`src/rtl/io_bus_pkg.sv`:
```
// Shared definitions for the two-master IO bus arbiter: state encoding,
// default bus widths and the memory-mapped IO port addresses.
package io_bus_pkg;

  typedef enum logic [1:0] {
    IDLE = 2'b00,
    OWN0 = 2'b01,
    OWN1 = 2'b10
  } arb_state_t;

  localparam int unsigned DEF_ADDR_W = 10;
  localparam int unsigned DEF_DATA_W = 8;

  localparam logic [DEF_ADDR_W-1:0] INPUT_PORT  = 10'h3FE;
  localparam logic [DEF_ADDR_W-1:0] OUTPUT_PORT = 10'h3FF;

endpackage

```
`src/rtl/arb_grant_counter.sv`:
```
// Owner-cycle counter for the arbiter's forced-release timeout.
// Cleared on every ownership change, saturates at TIMEOUT. expired_c is high
// during the TIMEOUT-th (or any later) cycle of the current ownership, so
// the release happens on the edge where the count reaches TIMEOUT.
module arb_grant_counter #(
  parameter int unsigned TIMEOUT = 15
) (
  input  logic clk,
  input  logic rst,
  input  logic en,
  input  logic clr,
  output logic expired_c
);

  localparam int unsigned CNT_W = 4;
  localparam logic [CNT_W-1:0] LIMIT = CNT_W'(TIMEOUT);
  localparam logic [CNT_W-1:0] LAST  = CNT_W'(TIMEOUT - 1);

  logic [CNT_W-1:0] cnt;

  // Count owner cycles, restart on handover, hold at the limit.
  always_ff @(posedge clk or posedge rst) begin
    if (rst) begin
      cnt <= '0;
    end else if (clr) begin
      cnt <= '0;
    end else if (en && cnt != LIMIT) begin
      cnt <= cnt + CNT_W'(1);
    end
  end

  assign expired_c = (cnt >= LAST);

endmodule

```
`src/rtl/io_bus_arbiter.sv`:
```
// Two-master (CPU = 0, loader = 1) arbiter for a shared IO bus.
// Grants are state-derived; bus strobes/address/data are muxed from the
// current owner; read data is captured per master.
// Optional macro ARB_TIMEOUT_EN: forced release of an unlocked owner after
// TIMEOUT consecutive grant cycles when the other master is waiting.
module io_bus_arbiter
  import io_bus_pkg::*;
#(
  parameter int unsigned ADDR_W  = DEF_ADDR_W,
  parameter int unsigned DATA_W  = DEF_DATA_W,
  parameter int unsigned TIMEOUT = 15
) (
  input  logic              clk,
  input  logic              rst,
  input  logic              in_req0,
  input  logic              in_req1,
  input  logic              in_we0,
  input  logic              in_we1,
  input  logic              in_re0,
  input  logic              in_re1,
  input  logic [ADDR_W-1:0] in_addr0,
  input  logic [ADDR_W-1:0] in_addr1,
  input  logic [DATA_W-1:0] in_wdata0,
  input  logic [DATA_W-1:0] in_wdata1,
  input  logic              in_lock0,
  input  logic              in_lock1,
  input  logic [DATA_W-1:0] in_bus_data,
  output logic              out_gnt0,
  output logic              out_gnt1,
  output logic              out_write_en,
  output logic              out_read_en,
  output logic [ADDR_W-1:0] out_addr,
  output logic [DATA_W-1:0] out_data,
  output logic [DATA_W-1:0] out_rdata0,
  output logic [DATA_W-1:0] out_rdata1
);

  arb_state_t state;
  arb_state_t state_next;
  logic       last;
  logic       last_next;
  logic       release0;
  logic       release1;

`ifdef ARB_TIMEOUT_EN
  logic owning;
  logic changed;
  logic expired_c;

  assign owning  = (state != IDLE);
  assign changed = (state_next != state);

  arb_grant_counter #(
    .TIMEOUT (TIMEOUT)
  ) u_grant_counter (
    .clk       (clk),
    .rst       (rst),
    .en        (owning),
    .clr       (changed),
    .expired_c (expired_c)
  );

  // An owner may be forced off only when it has not asked for a lock.
  assign release0 = expired_c & ~in_lock0;
  assign release1 = expired_c & ~in_lock1;
`else
  logic unused_cfg;

  assign release0   = 1'b0;
  assign release1   = 1'b0;
  assign unused_cfg = ^{in_lock0, in_lock1, 4'(TIMEOUT)};
`endif

  // State and last-served registers.
  always_ff @(posedge clk or posedge rst) begin
    if (rst) begin
      state <= IDLE;
      last  <= 1'b1;
    end else begin
      state <= state_next;
      last  <= last_next;
    end
  end

  // Ownership transitions; tie from IDLE goes to the master not served last.
  always_comb begin
    state_next = state;
    last_next  = last;
    case (state)
      IDLE: begin
        if (in_req0 && in_req1) begin
          state_next = last ? OWN0 : OWN1;
        end else if (in_req0) begin
          state_next = OWN0;
        end else if (in_req1) begin
          state_next = OWN1;
        end
      end
      OWN0: begin
        if (!in_req0) begin
          state_next = in_req1 ? OWN1 : IDLE;
        end else if (in_req1 && release0) begin
          state_next = OWN1;
        end
      end
      OWN1: begin
        if (!in_req1) begin
          state_next = in_req0 ? OWN0 : IDLE;
        end else if (in_req0 && release1) begin
          state_next = OWN0;
        end
      end
      default: state_next = IDLE;
    endcase
    if (state_next == OWN0) begin
      last_next = 1'b0;
    end else if (state_next == OWN1) begin
      last_next = 1'b1;
    end
  end

  assign out_gnt0 = (state == OWN0);
  assign out_gnt1 = (state == OWN1);

  // Owner-only bus mux; write wins over read, reset kills strobes at once.
  always_comb begin
    out_write_en = 1'b0;
    out_read_en  = 1'b0;
    out_addr     = '0;
    out_data     = '0;
    case (state)
      OWN0: begin
        out_write_en = in_req0 & in_we0;
        out_read_en  = in_req0 & in_re0 & ~in_we0;
        out_addr     = in_addr0;
        out_data     = in_wdata0;
      end
      OWN1: begin
        out_write_en = in_req1 & in_we1;
        out_read_en  = in_req1 & in_re1 & ~in_we1;
        out_addr     = in_addr1;
        out_data     = in_wdata1;
      end
      default: ;
    endcase
    if (rst) begin
      out_write_en = 1'b0;
      out_read_en  = 1'b0;
    end
  end

  // Capture returned read data into the owner's register only.
  always_ff @(posedge clk or posedge rst) begin
    if (rst) begin
      out_rdata0 <= '0;
      out_rdata1 <= '0;
    end else if (out_read_en) begin
      if (state == OWN0) begin
        out_rdata0 <= in_bus_data;
      end
      if (state == OWN1) begin
        out_rdata1 <= in_bus_data;
      end
    end
  end

endmodule

```
`config.mk`:
```
export PLATFORM = sky130hd
export DESIGN_NAME = io_bus_arbiter
export DESIGN_NICKNAME = d
export VERILOG_FILES = /design/src/rtl/io_bus_pkg.sv /design/src/rtl/arb_grant_counter.sv /design/src/rtl/io_bus_arbiter.sv
export SDC_FILE = /design/constraint.sdc
export NUM_CORES = 1
export LEC_CHECK = 0
export ABC_AREA = 1
export ABC_CLOCK_PERIOD_IN_PS = 3500
export BUFFER_PORTS_ARGS = -buffer_cell sky130_fd_sc_hd__buf_2
export CAP_MARGIN = 20
export CORE_MARGIN = 8
export CORE_UTILIZATION = 45
export CTS_CLUSTER_DIAMETER = 30
export DETAILED_ROUTE_END_ITERATION = 12
export PLACE_DENSITY = 0.85
export SYNTH_ARGS = -nofsm -noshare
export SYNTH_HDL_FRONTEND = slang
export SYNTH_HIERARCHICAL = 1
export SYNTH_SLANG_ARGS = --single-unit
```
`constraint.sdc`:
```
create_clock -name clk -period 3.5 [get_ports clk]
set_input_delay 0.35 -clock clk [delete_from_list [all_inputs] [get_ports clk]]
set_output_delay 0.35 -clock clk [all_outputs]
set_load 0.03 [all_outputs]
```
==> impl_metrics.toml, run 1 <==
[timing]
rsz0062_at_grt = "no"
max_freq_mhz = 413
setup_violations = 0
worst_pin_slew_ns = 0.695
hold_viol = 0
fin_crit_sh_pct = 69.1
setup_ws_ns = 1.08
setup_tns_ns = 0
relSlewSlack_pct = 53.6
fin_crit_ns = 2.42
clock_skew_ns = 0.0134
slew_viol_final = 0

[floorplanning]
die_x_um = 71.0
rows = 20
initial_core_util_pct = 45.8
die_y_um = 71.0
dieArea_mm2 = 0.00504
core_mm2 = 0.00298
io-pin-count = 92

[drt]
top_layer = "met4"
drtIter0Drc = 70
ant_nets = 0
routed-via-count = 1487
wl_um = 3830
wl_met1_um = 1600
remaining_drc_errors = 0
routedWlPerCell_um = 12.6
vias_per_cell = 4.89
wl_met2_um = 1770
first_pass_iters = 4
wl_met3_um = 427

[synth]
synth_top_family_by_area = "simple AND/OR/NAND/NOR gates"
synth_compound_area_share_pct = 9.00
synth_seq_cells = 19
synth.most_common_cell = "nand2_1"
avgSynthCellArea_um2 = 7.33
synth_edf_count = 0
synthCells = 186
syn-num-nets = 247
netlist_area_mm2 = 0.00136
synth-xor-area-share_pct = 0
ys.flop_type = "dfrtp_1"
postSynth.asyncResetShare_pct = 100
synth-simple-area-share_pct = 41.4
synth_cell_types = 24
synth_area_leaders = "dfrtp_1, nand2_1, a21oi_1, nand4_1, ha_1"
synthAdderAreaFrac_pct = 6.43
synth.top_cell.area_share_pct = 33.1
synth_common_cells = "nand2_1, a21oi_1, dfrtp_1"
post-synth-top-area-cell = "dfrtp_1"
yosysSeqAreaShare_pct = 35.0
muxShareOfSynthArea_pct = 0
synth_warnings = 6

[critical_path]
timing.rr.start = "state[0]$_DFF_PP0_"
slowest_delay_ns = 0.45
path_cells = "inv_1 > ha_1 > buf_4 > nand2_1 > a21oi_1 > buf_2"
crit_path_max_fanout = 18
cp_top_family = "buffers and inverters"
critPathLaunch = "state[1]$_DFF_PP0_"
start_kind = "flip-flop"
cp_num_buf_inv = 3
required_ns = 3.15
crit_path_end_kind = "primary output"
crit_type = "reg2out"
cp_data_arrival_time_ns = 2.07
slowest_stage = "dfrtp_1"
reg2reg_slack_ns = 1.41

[power]
p_leak_nw = 1.10
clkPwrFrac_pct = 7.8
seqPwrFrac_pct = 24.8
swShare_pct = 57.2
internal-power_mw = 0.597
p_switching_mw = 0.798
pwr_density_cell_mw_per_mm2 = 768
ir_worst_vdd_mv = 0.396
combPwrFrac_pct = 67.4

[clock_network]
cts_tree = "built"
path_clk_slew_ns = 0.11
clockBufferDepth = 2
cts_resized = 0
cts.sinks = 19
clock_latency_ns = 0.30
h-tree-depth = 1
post_cts_buffers = 0
postCtsHoldBufs = 0
cts_root_buf = "clkbuf_4"
numCtsBuffers = 3

[global_route]
grt_pass1_wl_um = 6330
grt-ovfl-total = 0
grtUsageTotal_pct = 14.8
grt_pass1_vias = 1471
antenna_found_initial = 0
grt_max_degree = 21

[placed_design]
io_buffers = 89
dp_slack_ns = 1.41
gp_congestion = 0.853
dp_hpwl_um = 3190

[layout]
area_growth_pct = 33.3
drive_above_1_share_pct = 39.5
fin_nets = 333
utilization_pct = 61.0
n_antenna_cell = 0

[run_status]
outcome = "completed"

[flow_run]
drv_cap = 0

[worst_hold_path]
hp-class = "in2async"
[power by group through the flow]
stage	Clock, mW	Sequential (mW)	Combinational, mW
finish	0.108	0.347	0.940
global route	0.120	0.356	1.04
CTS	0.108	0.348	0.954
detailed placement	0	0.353	0.949
global placement	0	0.350	0.935
floorplan	0	0.467	0.601
[flip-flops by register name, summed over array words and instances (netlist names)]
| signal | count |
|---|---|
| out_rdata0 | 8 |
| out_rdata1 | 8 |
| state | 2 |
| last | 1 |
[worst paths after layout]
path	end	cells past startpoint
worst max-delay path	out_addr[8]	6
worst min-delay path	out_rdata0[6]$_DFFE_PP0P_	2
worst max register to register	last$_DFFE_PP1P_	8
worst min register to register	out_rdata0[2]$_DFFE_PP0P_	2
max in group asynchronous	out_rdata0[2]$_DFFE_PP0P_	2
min in group clk	out_rdata1[2]$_DFFE_PP0P_	3
[cell families (layout without fill, tap and decap cells)]
family,count (synthesis),in the layout
simple gates,115,115
compound gates,24,24
buf+inv,21,106
flops,19,19
fa+ha+maj,7,7
[cells in the final DEF (no fill, tap or decap), types with 3 or more instances in the layout]
| cell type | instances |
|---|---|
| inv_1 | 8 |
| dfrtp_1 | 18 |
| nand4_1 | 16 |
| clkbuf_4 | 3 |
| nor2_1 | 5 |
| nand3_1 | 4 |
| inv_2 | 4 |
| ha_1 | 7 |
| a21oi_1 | 21 |
| nand2_1 | 81 |
| buf_2 | 89 |
[stage by stage]
stage	power [mW]	cell area (um^2)	hold WS, ns	std cells
final	1.40	1820	0.195	304
after CTS	1.41	1820	0.228	304
after detailed placement	1.30	1790	0.453	300
after global placement	1.29	1790	0.448	300
after global routing	1.51	1820	0.259	304
after floorplan	1.07	1360	0.300	186
[per-layer routing]
metal / vias up / track usage, %
li1: 777 / -
met1: 633 / 17.0
met2: 73 / 24.9
met3: 4 / 6.50
met4: 0 / 2.31
met5: - / 0
[final cells by class]
cell class / count / area (um^2)
clock buffer: 4 / 26.3
fill: 277 / 1160
inverter: 12 / 45.0
multi-input combinational: 146 / 774
sequential: 19 / 477
tap: 33 / 41.3
timing repair buffer: 90 / 453
Power figures use the tool's default switching activity.
==> inputs of run 2 (changes only) <==
- ABC_AREA: 1 -> 0
- ABC_CLOCK_PERIOD_IN_PS: 3500 -> 2300
- CORE_UTILIZATION: 45 -> 40
- PLACE_DENSITY: 0.85 -> 0.79
- clock period: 3.5 -> 2.3 ns (I/O delays scaled with it)
==> run 2 against run 1 <==
Compared with the run above: routed wire length decreased by 4.1%; count of clock-buffer cells in the layout down 1; critical path depth unchanged; die area rose by 1.8%; sequential power is 55% higher; synthesized cell count shrank 39%; non-clock buffer count up 5; utilization decreased by 2.0 points; first-iteration DRC count is 47% lower; clock skew decreased by 0.010 ns; largest cell class unchanged.
==> impl_metrics.toml, run 2 <==
[placed_design]
dp_hpwl_um = 3090
dp_slack_ns = 0.241
gp_congestion = 0.786
io_buffers = 89
placed_cell_area_mm2 = 0.00175
dp.cells = 236

[clock_network]
cts_root_buf = "clkbuf_4"
clockBufferDepth = 2
cts_resized = 0
h-tree-depth = 1
post_cts_buffers = 0
postCtsHoldBufs = 0
path_clk_slew_ns = 0.10
cts.sinks = 19
cts_tree = "built"
clock_latency_ns = 0.28
numCtsBuffers = 3

[critical_path]
crit_type = "reg2out"
required_ns = 2.07
start_kind = "flip-flop"
crit_path_max_fanout = 10
slowest_delay_ns = 0.46
cp_data_arrival_time_ns = 1.88
reg2reg_slack_ns = 0.20
slowest_stage = "dfrtp_1"
path_cells = "inv_1 > ha_1 > buf_4 > a22oi_1 > nor2b_1 > buf_2"
crit_path_end_kind = "primary output"
cp_top_family = "buffers and inverters"
cp_num_buf_inv = 3

[global_route]
grt-ovfl-total = 0
grt_pass1_vias = 1221
grtUsageTotal_pct = 14.0
grt_pass1_wl_um = 6000
antenna_found_initial = 0
grt_max_degree = 20

[synth]
ys.flop_type = "dfrtp_1"
synth_edf_count = 0
synthCells = 114
synth_seq_cells = 19
synth.top_cell.area_share_pct = 36.3
synth_common_cells = "a22oi_1, dfrtp_1, nor2b_1"
postSynth.asyncResetShare_pct = 100
netlist_area_mm2 = 0.00124
synth_cell_types = 26
avgSynthCellArea_um2 = 10.9
synth_warnings = 6
synth_area_leaders = "dfrtp_1, mux2_2, a22oi_1, nor2b_1, ha_1"
yosysSeqAreaShare_pct = 38.4
syn-num-nets = 175
post-synth-top-area-cell = "dfrtp_1"

[layout]
drive_above_1_share_pct = 59.9
final_cell_mix = "buf_2, a22oi_1, nor2b_1, dfrtp_1, mux2_2"
finalNonFillerCells = 240
n_antenna_cell = 0
utilization_pct = 59.0
nFillCells = 269
regArea_um2 = 477
fin_nets = 269
multi_input_area_um2 = 718
fin_area_mm2 = 0.00177
layout_commonest_cell = "buf_2"
area_growth_pct = 43.0
reg_top3 = "out_rdata0 x8, out_rdata1 x8, state x2"

[drt]
routedWlPerCell_um = 15.3
drtIter0Drc = 37
remaining_drc_errors = 0
first_pass_iters = 4
routed-via-count = 1237
wl_um = 3670
vias_per_cell = 5.15
ant_nets = 0

[timing]
setup_tns_ns = 0
fin_crit_sh_pct = 91.6
worst_pin_slew_ns = 0.669
max_freq_mhz = 475
hold_viol = 0
hold_ws_ns = 0.0308
rsz0062_at_grt = "no"
fin_crit_ns = 2.11
setup_violations = 0
clock_skew_ns = 0.00327
setup_ws_ns = 0.194
relSlewSlack_pct = 55.3
slew_viol_final = 0

[power]
seqPwrFrac_pct = 24.8
clkPwrFrac_pct = 7.2
combPwrFrac_pct = 68.0
ir_worst_vdd_mv = 0.690
swShare_pct = 50.3
power_mw = 2.17
p_switching_mw = 1.09
p_leak_nw = 0.973
pwr_density_cell_mw_per_mm2 = 1220
internal-power_mw = 1.08

[floorplanning]
core_mm2 = 0.00300
rows = 20
dieArea_mm2 = 0.00514
die_y_um = 71.7
initial_core_util_pct = 41.3
die_x_um = 71.7
io-pin-count = 92

[worst_hold_path]
hp-class = "in2async"

[run_status]
outcome = "completed"

[flow_run]
drv_cap = 0
## run 2: worst paths after layout
| path | from | end | depth (start not counted) |
|---|---|---|---|
| min in group clk | in_bus_data[7] | out_rdata0[7]$_DFFE_PP0P_ | 2 |
| min | rst | out_rdata0[3]$_DFFE_PP0P_ | 2 |
| min reg2reg | last$_DFFE_PP1P_ | last$_DFFE_PP1P_ | 2 |
| max | state[1]$_DFF_PP0_ | out_addr[5] | 6 |
| max in group asynchronous | rst | out_rdata1[5]$_DFFE_PP0P_ | 2 |
| max reg2reg | state[1]$_DFF_PP0_ | out_rdata1[5]$_DFFE_PP0P_ | 5 |
## run 2: area by class of cell
class | count | share of cell area (%)
clock buffer | 3 | 1.27
clock inverter | 1 | 0.282
inverter | 5 | 1.06
multi-input combinational | 84 | 40.5
sequential | 19 | 26.9
tap | 33 | 2.33
timing repair buffer | 95 | 27.7
## run 2: cell families after synthesis
family                     share of synthesized area, %
AOI/OAI and AO/OA                                  20.6
adders and majority gates                          7.06
buffers and inverters                              3.63
DFF                                                38.4
muxes                                              15.4
and+or+nand+nor                                    14.8
## run 2: worst register-to-register path, cell delays in order (launching register included)
cell	delay, ns
dfrtp_1	0.46
inv_1	0.13
ha_1	0.23
nand4b_1	0.27
a211oi_4	0.52
mux2_2	0.39
## run 2: routing by layer
metal | wire length (um) | up-vias | part of all wire [%] | global-route usage (%)
met2 | 1630 | 77 | 44 | 23.2
met1 | 1520 | 554 | 41 | 15.8
met4 | 29 | 0 | 0.79 | 4.08
met5 | 0 | - | 0 | 0
met3 | 493 | 4 | 13 | 6.28
li1 | - | 602 | - | -
## run 2: power by group through the flow
stage               Combinational [mW]  Clock [mW]  Sequential, mW
floorplan                        0.873           0           0.715
finish                            1.47       0.156           0.537
detailed placement                1.48           0           0.542
global route                      1.59       0.186           0.553
CTS                               1.48       0.165           0.538
global placement                  1.46           0           0.538
==> inputs of run 3 (changes only) <==
- ABC_CLOCK_PERIOD_IN_PS: 2300 -> unset
- CELL_PAD_IN_SITES_DETAIL_PLACEMENT: unset -> 0
- CELL_PAD_IN_SITES_GLOBAL_PLACEMENT: unset -> 1
- CORE_UTILIZATION: 40 -> 28
- PLACE_DENSITY: 0.79 -> 0.78
- RECOVER_POWER: unset -> 100
==> run 3 against run 2 <==
Compared with the run above: sequential cell count did not move; combinational power fell by 3%; global-route usage fell by 3.4 points; final cell count rose by 7.5%.
==> impl_metrics.toml, run 3 (synthesized netlist as in run 2, its figures left out) <==
[drt]
remaining_drc_errors = 0
first_pass_iters = 4
vias_per_cell = 4.81
wl_um = 3920
routed-via-count = 1242
routedWlPerCell_um = 15.2
ant_nets = 0
drtIter0Drc = 54

[global_route]
grtUsageTotal_pct = 10.6
grt_pass1_wl_um = 5800
antenna_found_initial = 0
grt_max_degree = 20
grt-ovfl-total = 0
grt_pass1_vias = 1256

[critical_path]
crit_path_max_fanout = 18
timing.rr.start = "state[0]$_DFF_PP0_"
crit_path_end_kind = "primary output"
start_kind = "flip-flop"
crit_type = "reg2out"
cp_common_cell = "clkbuf_2"
worstReg2RegEnd = "out_rdata0[2]$_DFFE_PP0P_"
cp_data_arrival_time_ns = 1.85
slowest_stage = "dfrtp_1"
path_cells = "inv_1 > ha_1 > clkbuf_2 > a22oi_1 > nor2b_1 > clkbuf_2"
reg2reg_slack_ns = 0.23
required_ns = 2.07
slowest_delay_ns = 0.43
r2r_cells = 5

[floorplanning]
die_y_um = 82.5
rows = 24
core_mm2 = 0.00432
die_x_um = 82.5
dieArea_mm2 = 0.00681
io-pin-count = 92
initial_core_util_pct = 28.7

[clock_network]
cts_resized = 0
numCtsBuffers = 3
clock_latency_ns = 0.25
h-tree-depth = 1
path_clk_slew_ns = 0.07
post_cts_buffers = 0
cts.sinks = 19
cts_root_buf = "clkbuf_8"
cts_tree = "built"
postCtsHoldBufs = 0
clockBufferDepth = 2

[layout]
layout_commonest_cell = "buf_2"
area_growth_pct = 43.2
regArea_um2 = 477
drive_above_1_share_pct = 49.0
fin_area_mm2 = 0.00178
multi_input_area_um2 = 718
fin_nets = 268
final_cell_mix = "buf_2, clkbuf_1, a22oi_1, nor2b_1, dfrtp_1"
reg_top3 = "out_rdata0 x8, out_rdata1 x8, state x2"
utilization_pct = 41.1
n_antenna_cell = 0
nFillCells = 442

[timing]
rsz0062_at_grt = "no"
fin_crit_sh_pct = 90.4
fin_crit_ns = 2.08
relSlewSlack_pct = 51.5
hold_viol = 0
worst_pin_slew_ns = 0.727
slew_viol_final = 0
max_freq_mhz = 481
setup_violations = 0
setup_ws_ns = 0.220
hold_ws_ns = 0.0851
clock_skew_ns = 0.00300
setup_tns_ns = 0

[power]
clkPwrFrac_pct = 10.4
seqPwrFrac_pct = 24.4
combPwrFrac_pct = 65.3
swShare_pct = 50.4
p_switching_mw = 1.11
ir_worst_vdd_mv = 0.615
pwr_density_cell_mw_per_mm2 = 1240
internal-power_mw = 1.09
p_leak_nw = 0.873

[flow_run]
drv_cap = 0

[placed_design]
gp_congestion = 0.691
placed_cell_area_mm2 = 0.00176
dp_slack_ns = 0.221
io_buffers = 89
dp_hpwl_um = 3310

[worst_hold_path]
hp-class = "in2async"

[run_status]
outcome = "completed"
run 3: changes by cell type in the layout (fill, tap and decap cells not counted), moves of 3 or more:
cell and change:
buf_2 -36, clkbuf_4 -3, clkbuf_2 +17, clkbuf_1 +22, buf_4 -3, clkbuf_8 +3
run 3: area by class of cell:
type | count | share of cell area [%]
flip-flops and latches | 19 | 26.8
inverters | 5 | 1.06
repair buffers | 94 | 25.4
multi-input cells | 84 | 40.5
well taps | 52 | 3.66
clock buffers | 4 | 2.54
run 3: worst max path at each step:
| stage | startpoint | end | slack (ns) |
|---|---|---|---|
| 3_3_place_gp | state[0]$_DFF_PP0_ | out_rdata1[5]$_DFFE_PP0P_ | 0.23 |
| 5_1_grt | state[1]$_DFF_PP0_ | out_data[6] | 0.03 |
| 4_1_cts | state[0]$_DFF_PP0_ | out_rdata0[2]$_DFFE_PP0P_ | 0.20 |
| 6_report | state[1]$_DFF_PP0_ | out_data[6] | 0.22 |
| 2_1_floorplan | state[0]$_DFF_PP0_ | out_addr[0] | 0.01 |
| 3_5_place_dp | state[0]$_DFF_PP0_ | out_rdata0[2]$_DFFE_PP0P_ | 0.22 |
run 3: worst max-delay path: cells and delay by family, from the launching register on:
kind                     cells  cell delay, ns
AO/OA/AOI/OAI                1            0.12
buffers and inverters        3            0.69
flip-flops                   1            0.43
adder cells (fa/ha/maj)      1            0.22
AND/OR/NAND/NOR              1            0.13
run 3: power groups by stage:
stage	Sequential (mW)	Combinational, mW	Clock [mW]
after floorplan	0.715	0.873	0
after CTS	0.536	1.50	0.233
after global routing	0.552	1.57	0.251
final	0.535	1.43	0.228
after global placement	0.536	1.48	0
after detailed placement	0.540	1.50	0
run 3: per-layer routing:
layer	global-route usage (%)	share of wire (%)	vias to the layer above
li1	-	-	603
met1	12.2	39	561
met2	18.2	42	78
met3	4.22	19	0
met4	2.07	0	0
met5	0	0	-
run 3: per-stage QoR:
stage               power [mW]  instances
finish                    2.19        258
global route              2.37        258
CTS                       2.27        258
detailed placement        2.04        254
global placement          2.02        254
floorplan                 1.59        114
